--- src/rtl/decoder_strobe_if.sv ---
// decoder_strobe_if
//   Groups the request/strobe signals of decoder_strobe so that sequencer
//   logic and the decoder connect through one bundle.
//   master : sequencer side, drives in/enable/start/clr_overrun and
//            observes out/busy/done/overrun.
//   slave  : decoder side, the mirror image.
//   Signals:
//     in          [SEL_WIDTH-1:0]  select code
//     enable      [1:0]            any bit high disables the decoder
//     start                        strobe request
//     clr_overrun                  clears the sticky overrun flag
//     out         [2^SEL_WIDTH-1:0] active-low one-of-N strobe lines
//     busy                         decoder not idle
//     done                         one-cycle pulse on return to idle
//     overrun                      sticky dropped-request flag
interface decoder_strobe_if #(
  parameter int SEL_WIDTH = 3
);
  localparam int OUT_W = 1 << SEL_WIDTH;

  logic [SEL_WIDTH-1:0] in;
  logic [1:0]           enable;
  logic                 start;
  logic                 clr_overrun;
  logic [OUT_W-1:0]     out;
  logic                 busy;
  logic                 done;
  logic                 overrun;

  modport master (
    output in, enable, start, clr_overrun,
    input  out, busy, done, overrun
  );

  modport slave (
    input  in, enable, start, clr_overrun,
    output out, busy, done, overrun
  );
endinterface

--- src/rtl/decoder_strobe.sv ---
// decoder_strobe
//   Clocked binary-to-one-of-2^SEL_WIDTH decoder with active-low outputs.
//   An accepted start latches the select code and drives exactly one line
//   low for PULSE_CYCLES cycles, followed by GAP_CYCLES all-high cycles
//   before the next request can be accepted. All outputs are registered so
//   the strobe lines never glitch.
//   Ports:
//     clk    rising-edge clock
//     reset  synchronous, active-high; clears all state
//     bus    decoder_strobe_if.slave (in, enable, start, clr_overrun ->
//            out, busy, done, overrun)
module decoder_strobe #(
  parameter int SEL_WIDTH    = 3,
  parameter int PULSE_CYCLES = 2,
  parameter int GAP_CYCLES   = 1
) (
  input  logic            clk,
  input  logic            reset,
  decoder_strobe_if.slave bus
);

  localparam int OUT_W   = 1 << SEL_WIDTH;
  localparam int PG_MAX  = (PULSE_CYCLES > GAP_CYCLES) ? PULSE_CYCLES : GAP_CYCLES;
  localparam int CNT_MAX = (PG_MAX > 2) ? PG_MAX : 2;
  localparam int CNT_W   = $clog2(CNT_MAX);

  localparam logic [CNT_W-1:0] PULSE_LOAD = CNT_W'(PULSE_CYCLES - 1);
  localparam logic [CNT_W-1:0] GAP_LOAD   = CNT_W'((GAP_CYCLES > 0) ? GAP_CYCLES - 1 : 0);

  localparam logic [1:0] ST_IDLE   = 2'd0;
  localparam logic [1:0] ST_STROBE = 2'd1;
  localparam logic [1:0] ST_GAP    = 2'd2;

  logic [1:0]           r_state;
  logic [CNT_W-1:0]     r_cnt;
  logic [SEL_WIDTH-1:0] r_sel;
  logic [OUT_W-1:0]     r_out;
  logic                 r_busy;
  logic                 r_done;
  logic                 r_overrun;

  logic w_dis;
  logic w_accept;
  logic w_ovr_set;

  // All ones except the selected line, which is pulled low.
  function automatic logic [OUT_W-1:0] f_strobe_pattern(input logic [SEL_WIDTH-1:0] sel);
    logic [OUT_W-1:0] v;
    v      = '1;
    v[sel] = 1'b0;
    return v;
  endfunction

  assign w_dis     = bus.enable[0] | bus.enable[1];
  assign w_accept  = bus.start && !w_dis && (r_state == ST_IDLE);
  // A request is dropped (and flagged) whenever it cannot be accepted.
  assign w_ovr_set = bus.start && ((r_state != ST_IDLE) || w_dis);

  always_ff @(posedge clk) begin
    if (reset) begin
      r_state   <= ST_IDLE;
      r_cnt     <= '0;
      r_sel     <= '0;
      r_out     <= '1;
      r_busy    <= 1'b0;
      r_done    <= 1'b0;
      r_overrun <= 1'b0;
    end else begin
      r_done <= 1'b0;

      // Set has priority over clear on the same edge.
      if (w_ovr_set)
        r_overrun <= 1'b1;
      else if (bus.clr_overrun)
        r_overrun <= 1'b0;

      case (r_state)
        ST_IDLE: begin
          r_out  <= '1;
          r_busy <= 1'b0;
          if (w_accept) begin
            r_sel   <= bus.in;
            r_cnt   <= PULSE_LOAD;
            r_out   <= f_strobe_pattern(bus.in);
            r_busy  <= 1'b1;
            r_state <= ST_STROBE;
          end
        end

        ST_STROBE: begin
          // Normal expiry and abort both go through the recovery gap.
          if (w_dis || (r_cnt == '0)) begin
            r_out <= '1;
            if (GAP_CYCLES > 0) begin
              r_cnt   <= GAP_LOAD;
              r_busy  <= 1'b1;
              r_state <= ST_GAP;
            end else begin
              r_busy  <= 1'b0;
              r_done  <= 1'b1;
              r_state <= ST_IDLE;
            end
          end else begin
            r_cnt  <= r_cnt - 1'b1;
            r_out  <= f_strobe_pattern(r_sel);
            r_busy <= 1'b1;
          end
        end

        ST_GAP: begin
          r_out <= '1;
          if (r_cnt == '0) begin
            r_busy  <= 1'b0;
            r_done  <= 1'b1;
            r_state <= ST_IDLE;
          end else begin
            r_cnt  <= r_cnt - 1'b1;
            r_busy <= 1'b1;
          end
        end

        default: begin
          r_out   <= '1;
          r_busy  <= 1'b0;
          r_state <= ST_IDLE;
        end
      endcase
    end
  end

  assign bus.out     = r_out;
  assign bus.busy    = r_busy;
  assign bus.done    = r_done;
  assign bus.overrun = r_overrun;

endmodule

--- src/flat_wrapper.sv ---
// flat-port wrapper written by rule: the top's interface ports become plain ports
module decoder_strobe_flat 
#(
  parameter int SEL_WIDTH    = 3,
  parameter int PULSE_CYCLES = 2,
  parameter int GAP_CYCLES   = 1
)
  (clk, reset, bus_in, bus_enable, bus_start, bus_clr_overrun, bus_out, bus_busy, bus_done, bus_overrun);
  decoder_strobe_if #(.SEL_WIDTH(SEL_WIDTH)) bus_i ();
  input  logic clk;
  input  logic reset;
  input wire logic [$bits(bus_i.in)-1:0] bus_in;
  input wire logic [$bits(bus_i.enable)-1:0] bus_enable;
  input wire logic [$bits(bus_i.start)-1:0] bus_start;
  input wire logic [$bits(bus_i.clr_overrun)-1:0] bus_clr_overrun;
  output wire logic [$bits(bus_i.out)-1:0] bus_out;
  output wire logic [$bits(bus_i.busy)-1:0] bus_busy;
  output wire logic [$bits(bus_i.done)-1:0] bus_done;
  output wire logic [$bits(bus_i.overrun)-1:0] bus_overrun;
  assign bus_i.in = bus_in;
  assign bus_i.enable = bus_enable;
  assign bus_i.start = bus_start;
  assign bus_i.clr_overrun = bus_clr_overrun;
  assign bus_out = bus_i.out;
  assign bus_busy = bus_i.busy;
  assign bus_done = bus_i.done;
  assign bus_overrun = bus_i.overrun;
  decoder_strobe #(.SEL_WIDTH(SEL_WIDTH), .PULSE_CYCLES(PULSE_CYCLES), .GAP_CYCLES(GAP_CYCLES)) u_core (.clk(clk), .reset(reset), .bus(bus_i));
endmodule
--- config.mk ---
export PLATFORM = sky130hd
export DESIGN_NAME = decoder_strobe_flat
export DESIGN_NICKNAME = d
export VERILOG_FILES = /design/src/rtl/decoder_strobe_if.sv /design/src/rtl/decoder_strobe.sv /design/src/flat_wrapper.sv
export SDC_FILE = /design/constraint.sdc
export NUM_CORES = 1
export LEC_CHECK = 0
export ABC_AREA = 1
export ABC_CLOCK_PERIOD_IN_PS = 3500
export CAP_MARGIN = 20
export CORE_MARGIN = 2
export CORE_UTILIZATION = 50
export CTS_BUF_LIST = sky130_fd_sc_hd__clkbuf_8
export DETAILED_ROUTE_END_ITERATION = 10
export PLACE_DENSITY = 0.8
export SLEW_MARGIN = 20
export SYNTH_ARGS = -nofsm -noshare
export SYNTH_HDL_FRONTEND = slang
export SYNTH_SLANG_ARGS = --single-unit
--- constraint.sdc ---
create_clock -name clk -period 3.5 [get_ports clk]
set_clock_uncertainty 0.1 [all_clocks]
set_input_delay 0.35 -clock clk [delete_from_list [all_inputs] [get_ports clk]]
set_output_delay 0.35 -clock clk [all_outputs]
set_load 0.02 [all_outputs]
-- Word level (Yosys, flattened, before mapping)
Cells that the tools add are included.
- register bits: 17
- output and inout port bits: 11
- $add $sub $neg: 1
- $lt $le $gt $ge: 4
- eq/ne operators: 5
- muxes and demuxes: 21
- bitwise gates (word level): 5
- reductions and logical operators: 16
- operator list (kind ; count):
    8-bit two-way mux ; 2
    8-bit NOT ; 2
    8-bit one-hot mux with 2 select lines ; 1
    1-bit two-way mux ; 10
    3-bit by 4-bit less-than comparator with 1-bit output, second input constant ; 2
    1-bit demux with 3-bit select ; 2
    3-bit by 1-bit >= comparator with 1-bit output, second input constant ; 2
    2-bit two-way mux ; 3
    1-bit one-hot mux with 3 select lines ; 2
    2-bit one-hot mux with 3 select lines ; 1
    1-bit logical AND ; 5
    2-bit by 1-bit inequality test with 1-bit output, second input constant ; 2
    2-bit AND reduction ; 2
    2-bit nonzero test ; 2
    3-bit AND reduction ; 1
    3-bit nonzero test ; 1
    2-bit by 1-bit equality test with 1-bit output, second input constant ; 1
    2-bit equality test, second input constant ; 1
    2-bit logical NOT ; 1
    1-bit logical OR ; 2
    2-bit inequality test, second input constant ; 1
    1-bit NOT ; 2
    2-bit OR reduction ; 1
    1-bit logical NOT ; 1
    2 further kinds ; 2

-- Longest topological paths before layout
Gate-level depths: netlist of the first run.
- depth after elaboration: 7
- mapped depth: 7
- gate-level depth less buffers: 6

-- Worst setup path before layout of the first run
OpenSTA, ideal clock, no wires.
- path type: reg2reg
- start: register u_core.r_state[0]
- end: register u_core.r_state[0]
- library setup time: 114 ps
- arrival: 1089 ps
- required time: 3286 ps
- path slack: 2197 ps
- cell stages (with the launch flop): 8
- buffers on the path: 1
- period minus slack after synthesis: 1303 ps
- cell sequence: dfxtp_1 > inv_1 > ha_1 > clkbuf_2 > nand2_4 > nand3_2 > nand2_1 > a21oi_2
- cells in the longest elaborated chain, start to end: 4
- elaborated cells between the ends (all ways): 9
- classes of those cells: eq/ne (5); mux (1); reduce/logical (3)
- RTL lines (element ; line ; RTL):
    start: declaration ; decoder_strobe.sv:34 ; logic [1:0] r_state;
    start signal: assignment ; decoder_strobe.sv:61 ; r_state <= ST_IDLE;
    start signal: assignment ; decoder_strobe.sv:86 ; r_state <= ST_STROBE;
    start signal: assignment ; decoder_strobe.sv:97 ; r_state <= ST_GAP;
    2-bit logical NOT ; decoder_strobe.sv:55, decoder_strobe.sv:77 ;
    1-bit logical AND ; decoder_strobe.sv:55 ; assign w_accept = bus.start && !w_dis && (r_state == ST_IDLE);
    2-bit by 1-bit inequality test with 1-bit output (no line) ; - ;
    3-bit AND reduction (no line) ; - ;
Parallel ways exist; a longest one is shown, timed or not.
A chain may end at the register's enable or synchronous reset.

-- Worst setup path after layout of the first run
- start: register u_core.r_state[1]
- end: register u_core.r_out[2] (netlist: u_core.bus.out[2])
- cells in the longest elaborated chain, start to end: 4
- elaborated cells between the ends (all ways): 5
- classes of those cells: eq/ne (1); mux (2); reduce/logical (2)
- RTL lines (element ; line ; RTL):
    2-bit logical NOT ; decoder_strobe.sv:55, decoder_strobe.sv:77 ;
    1-bit logical AND ; decoder_strobe.sv:55 ;
    8-bit two-way mux ; decoder_strobe.sv:81 ; if (w_accept) begin
    8-bit one-hot mux with 2 select lines * ; decoder_strobe.sv:77 ; case (r_state)
    end signal: assignment ; decoder_strobe.sv:84 ; r_out <= f_strobe_pattern(bus.in);
    end signal: assignment ; decoder_strobe.sv:105 ; r_out <= f_strobe_pattern(r_sel);
    end: declaration ; decoder_strobe.sv:37 ; logic [OUT_W-1:0] r_out;
Every way passes the cells marked *; elsewhere a longest branch is shown, timed or not.

==> results of run 1 <==
-- cell type report --
cell class / instances / area [um2]
Clock buffer: 3 / 41.29
Clock inverter: 1 / 5.005
Fill cell: 111 / 456.7
Inverter: 12 / 45.04
Multi-Input combinational cell: 80 / 460.4
Sequential cell: 17 / 340.3
Tap cell: 16 / 20.02
Timing Repair Buffer: 19 / 190.2
-- per-layer routing --
| layer | global-route usage | wire, um | part of all wire | vias to the layer above |
|---|---|---|---|---|
| met2 | 0.3457 | 922 | 0.48 | 32 |
| met3 | 0.03571 | 94 | 0.049 | 7 |
| li1 | - | - | - | 421 |
| met5 | 0 | 0 | 0 | - |
| met4 | 0.1059 | 42 | 0.022 | 0 |
| met1 | 0.2786 | 869 | 0.45 | 375 |
-- sequential cells by signal, indices dropped and copies added, names as in the netlist --
signal / flops
u_core.bus.overrun: 1
u_core.r_sel: 3
u_core.bus.out: 8
u_core.r_cnt: 1
u_core.bus.done: 1
u_core.bus.busy: 1
u_core.r_state: 2
-- kinds of logic (layout without fill, tap and decap cells) --
family | after synthesis | count (layout) | share of synthesized area
AOI/OAI and AO/OA | 26 | 26 | 0.1579
adders and majority gates | 4 | 4 | 0.05848
buffers and inverters | 14 | 35 | 0.06432
DFF | 17 | 17 | 0.3977
and+or+nand+nor | 50 | 50 | 0.3216
-- cell usage after synthesis --
library cell / instances
nor2_8: 1
inv_1: 11
nand2_2: 1
dfxtp_1: 17
nand3b_1: 1
nand3_4: 1
nand2_4: 2
nand3_1: 24
o21ai_0: 18
a21oi_2: 1
clkbuf_2: 2
nor2_1: 4
nand2_1: 15
a31oi_1: 1
ha_1: 4
nand3_2: 1
a21oi_1: 6
clkinv_1: 1
-- report_power, final --
part / switching [uW] / total [uW] / internal, uW / leakage, uW
registers: 12.1 / 228 / 216 / 0.000139
clock network: 67.9 / 147 / 79.0 / 0.0000255
logic: 89.2 / 152 / 62.9 / 0.000265
-- critical path, stage by stage (launching register included) --
cell and delay [ns]:
dfxtp_1 0.33, inv_1 0.10, ha_1 0.47, nor2_1 0.09
nor2_1 0.41, nand3_1 0.14
-- per-stage QoR --
stage          utilization  instance area (um2)  setup WS (ns)
6_report            0.7071                 1102          1.707
5_1_grt             0.7071                 1102          1.513
4_1_cts             0.7071                 1102          1.755
3_5_place_dp        0.6774                 1056          1.747
3_3_place_gp        0.6774                 1056          1.796
2_1_floorplan            -                855.8          2.197
-- worst paths after layout --
| kind | endpoint | depth (start not counted) | from | slack, ns |
|---|---|---|---|---|
| min reg2reg | u_core.bus.overrun$_SDFFE_PP0P_ | 2 | u_core.bus.overrun$_SDFFE_PP0P_ | 0.36 |
| max reg2reg | u_core.bus.out[2]$_SDFF_PP1_ | 5 | u_core.r_state[1]$_SDFFE_PP0P_ | 1.71 |
| max | u_core.bus.out[2]$_SDFF_PP1_ | 5 | u_core.r_state[1]$_SDFFE_PP0P_ | 1.71 |
| min | u_core.bus.overrun$_SDFFE_PP0P_ | 2 | u_core.bus.overrun$_SDFFE_PP0P_ | 0.36 |
==> impl_metrics.py, run 1 <==
metrics = {
    "die": {
        "rows": 14,
        "io_pins": 20,
        "dieArea_mm2": 0.002058,
        "die_h_um": 45.37,
        "core_area_mm2": 0.001559,
        "die_x_um": 45.37,
        "start_util": 0.5490,
    },
    "cells_and_area": {
        "layout.cells.non_filler": 148,
        "antenna_cells": 0,
        "final_common_cell": "nand3_1",
        "nets": 146,
        "drive_gt1_frac": 0.08333,
        "area_growth_pct": 28.80,
        "mostFrequentLayoutCells": "nand3_1 (24), clkdlybuf4s50_1 (19), o21ai_0 (18)",
    },
    "timing": {
        "worst_slew_pin_slew_ns": 0.5010,
        "max_freq_mhz": 557.8,
        "period_minus_slack_ns": 1.793,
        "hold_violations": 0,
        "fin_tns_setup_ns": 0,
        "finalSetupViolCount": 0,
        "whs_ns": 0.3639,
        "slew_viol_final": 0,
        "period_share": 0.5122,
        "slew_headroom": 0.6648,
        "rsz0062_at_grt": "no",
    },
    "global_routing": {
        "grtUsageTotal": 0.2151,
        "grt_max_degree": 13,
        "grt_pass1_wl_mm": 3.105,
        "grt_pass1_vias": 722,
        "antenna_found_initial": 0,
        "grt_overflow": 0,
    },
    "drt": {
        "viasPerCell": 5.642,
        "drtIter0Drc": 32,
        "wl_per_cell_um": 13.03,
        "wl_mm": 1.928,
        "postRouteAntennaNets": 0,
        "drc_errors": 0,
        "firstDrtPassIters": 4,
        "routed-via-count": 835,
    },
    "clock_network": {
        "cts_resized": 0,
        "clock_latency_ns": 0.25,
        "hold_buffers": 0,
        "postCtsSetupRepairBufs": 0,
        "clock_path_buffers": 2,
        "clk_pin_slew_ns": 0.07,
        "cts_tree": "built",
        "h-tree-depth": 1,
        "numCtsBuffers": 3,
        "cts_root_buffer": "clkbuf_8",
        "tritoncts_num_sinks": 17,
    },
    "synthesis": {
        "ys_seq_area_frac": 0.3977,
        "syn_inst": 111,
        "yosysTopAreaCellShare": 0.3977,
        "synth_area_leaders": "dfxtp_1 (40%), nand3_1 (14%), o21ai_0 (11%)",
        "synth_warnings": 0,
        "synth_area_um2": 855.8,
        "synthesis.nets": 124,
        "yosysTopAreaCell": "dfxtp_1",
        "synth.distinct_cells": 18,
        "yosys_register_bits": 17,
        "synth_area_per_cell_um2": 7.710,
    },
    "power_and_ir_drop": {
        "p_leak_uw": 0.0004298,
        "vdd_ir_drop_max_mv": 0.2662,
        "total_power_uw": 527.2,
        "power.density_mw_per_mm2": 478.2,
    },
    "flow_run": {
        "drv_cap": 0,
    },
    "placed_design": {
        "place.detailed.hpwl_mm": 1.487,
        "gp_congestion": 0.8517,
        "port-buffer-count": 19,
        "placed_cells": 144,
    },
    "worst_setup_path": {
        "worstSetupStartpointType": "flop",
        "worst_ep_arrival_time_ns": 1.81,
        "crit_path_end_kind": "flop",
        "critical_path_class": "flop to flop",
        "cp_max_fo": 12,
        "required_ns": 3.51,
    },
    "status": {
        "status": "complete, no violations",
    },
    "min_path": {
        "min_path_type": "flop to flop",
    },
}
Power figures use the tool's default switching activity.
==> inputs of run 2 (changes only) <==
Settings changed: ABC_CLOCK_PERIOD_IN_PS 3500 to 1700.
Clock period 3.5 ns to 1.7 ns, I/O delays scaled along.
==> run 2 against run 1 <==
  * Critical path depth down 4
  * Critical path type is now flop to output port
  * Via count down 0.84%
  * Sequential share of layout area down 0.38 points
  * Final cell count up 1.4%
==> impl_metrics.py, run 2 (synthesized netlist as in run 1, its figures left out) <==
metrics = {
    "worst_setup_path": {
        "crit_path_end_kind": "output port",
        "rrSetupSlack_ns": 0.29,
        "worstSetupStartpointType": "flop",
        "crit_chain": "clkdlybuf4s50_1",
        "cpMaxStageDelayCell": "clkdlybuf4s50_1",
        "crit_start": "u_core.bus.overrun$_SDFFE_PP0P_",
        "reg2reg_from": "u_core.r_state[1]$_SDFFE_PP0P_",
        "cpPeakStageDelay_ns": 0.60,
        "cp_max_fo": 2,
        "cp_num_buf_inv": 1,
        "critPathTopFamily": "buffers and inverters",
        "rr_endpoint": "u_core.bus.out[5]$_SDFF_PP1_",
        "endpoint": "bus_overrun",
        "crit_cells": 1,
        "worst_ep_arrival_time_ns": 1.18,
        "required_ns": 1.43,
        "critical_path_class": "flop to output port",
        "r2r_cells": 6,
    },
    "global_routing": {
        "grt_overflow": 0,
        "grt_pass1_vias": 681,
        "grt_max_degree": 12,
        "antenna_found_initial": 0,
        "grt_pass1_wl_mm": 2.904,
        "grtUsageTotal": 0.1990,
    },
    "drt": {
        "wl_mm": 1.761,
        "wl_per_cell_um": 11.74,
        "dr_wl_met2_um": 779,
        "routed-via-count": 828,
        "firstDrtPassIters": 4,
        "wl_met1_um": 836,
        "top_layer": "met4",
        "drtIter0Drc": 33,
        "wl_met3_um": 108,
        "postRouteAntennaNets": 0,
        "viasPerCell": 5.520,
        "drc_errors": 0,
    },
    "timing": {
        "slew_viol_final": 0,
        "hold_violations": 0,
        "slew_headroom": 0.8106,
        "fin_tns_setup_ns": 0,
        "worst_slew_pin_slew_ns": 0.2840,
        "postLayoutSetupSlackWorst_ns": 0.2460,
        "rsz0062_at_grt": "no",
        "finalSetupViolCount": 0,
        "period_minus_slack_ns": 1.454,
        "max_freq_mhz": 687.7,
        "period_share": 0.8553,
    },
    "placed_design": {
        "dp_slack_ns": 0.1526,
        "gp_congestion": 0.8780,
        "port-buffer-count": 19,
        "placed_cell_area_mm2": 0.001071,
        "place.detailed.hpwl_mm": 1.336,
    },
    "cells_and_area": {
        "nets": 148,
        "final_common_cell": "nand3_1",
        "antenna_cells": 0,
        "final_cell_area_mm2": 0.001116,
        "largest_register_ffs": 8,
        "drive_gt1_frac": 0.08955,
        "mostFrequentLayoutCells": "nand3_1 (24), clkdlybuf4s50_1 (19), o21ai_0 (18)",
        "area_growth_pct": 30.41,
    },
    "clock_network": {
        "clock_latency_ns": 0.25,
        "clock_path_buffers": 2,
        "postCtsSetupRepairBufs": 0,
        "clk_pin_slew_ns": 0.06,
        "h-tree-depth": 1,
        "cts_resized": 0,
        "numCtsBuffers": 3,
        "tritoncts_num_sinks": 17,
        "hold_buffers": 0,
        "cts_root_buffer": "clkbuf_8",
        "cts_tree": "built",
    },
    "die": {
        "die_h_um": 45.37,
        "start_util": 0.5490,
        "core_area_mm2": 0.001559,
        "io_pins": 20,
        "die_x_um": 45.37,
        "dieArea_mm2": 0.002058,
        "rows": 14,
    },
    "power_and_ir_drop": {
        "power.density_mw_per_mm2": 970.6,
        "p_leak_uw": 0.0004406,
        "vdd_ir_drop_max_mv": 0.6617,
    },
    "status": {
        "status": "complete, no violations",
    },
    "flow_run": {
        "drv_cap": 0,
    },
    "min_path": {
        "min_path_type": "flop to flop",
    },
}
## run 2: changes by cell type in the layout (fill, tap and decap cells not counted)
cell	previous run	this run
clkinv_2	1	0
buf_4	0	2
inv_1	11	12
## run 2: worst min path at each step
stage	startpoint	to	slack (ns)	depth (start not counted)
5_1_grt	u_core.bus.overrun$_SDFFE_PP0P_	u_core.bus.overrun$_SDFFE_PP0P_	0.41	2
2_1_floorplan	reset	u_core.r_state[0]$_SDFFE_PP0P_	0.13	1
3_5_place_dp	u_core.bus.overrun$_SDFFE_PP0P_	u_core.bus.overrun$_SDFFE_PP0P_	0.36	2
3_3_place_gp	u_core.bus.overrun$_SDFFE_PP0P_	u_core.bus.overrun$_SDFFE_PP0P_	0.36	2
6_report	u_core.bus.overrun$_SDFFE_PP0P_	u_core.bus.overrun$_SDFFE_PP0P_	0.37	2
4_1_cts	u_core.bus.overrun$_SDFFE_PP0P_	u_core.bus.overrun$_SDFFE_PP0P_	0.37	2
## run 2: per-stage QoR
step                      power [uW]  hold slack [ns]  cells  utilization
after floorplan                665.8           0.1324    111            -
after global placement         790.9           0.3571    146       0.6870
after detailed placement       796.0           0.3617    146       0.6870
after CTS                       1088           0.3732    150       0.7159
after global routing            1148           0.4055    150       0.7159
final                           1083           0.3680    150       0.7159
## run 2: cell type report
cell class              instances  area [um2]
clock buffers                   3       41.29
fillers                       117       442.9
inverters                      12       45.04
multi-input cells              80       460.4
clock inverters                 1       3.754
flip-flops and latches         17       340.3
well taps                      16       20.02
repair buffers                 21       205.2
## run 2: power breakdown
| part | internal (uW) | switching [uW] |
|---|---|---|
| Combinational | 141 | 181 |
| Sequential | 445 | 25.7 |
| Clock | 160 | 131 |
| Total | 746 | 337 |
## run 2: routing by layer
layer,vias up,track usage
li1,423,-
met1,366,0.2673
met2,34,0.3000
met3,5,0.03968
met4,0,0.1059
met5,-,0
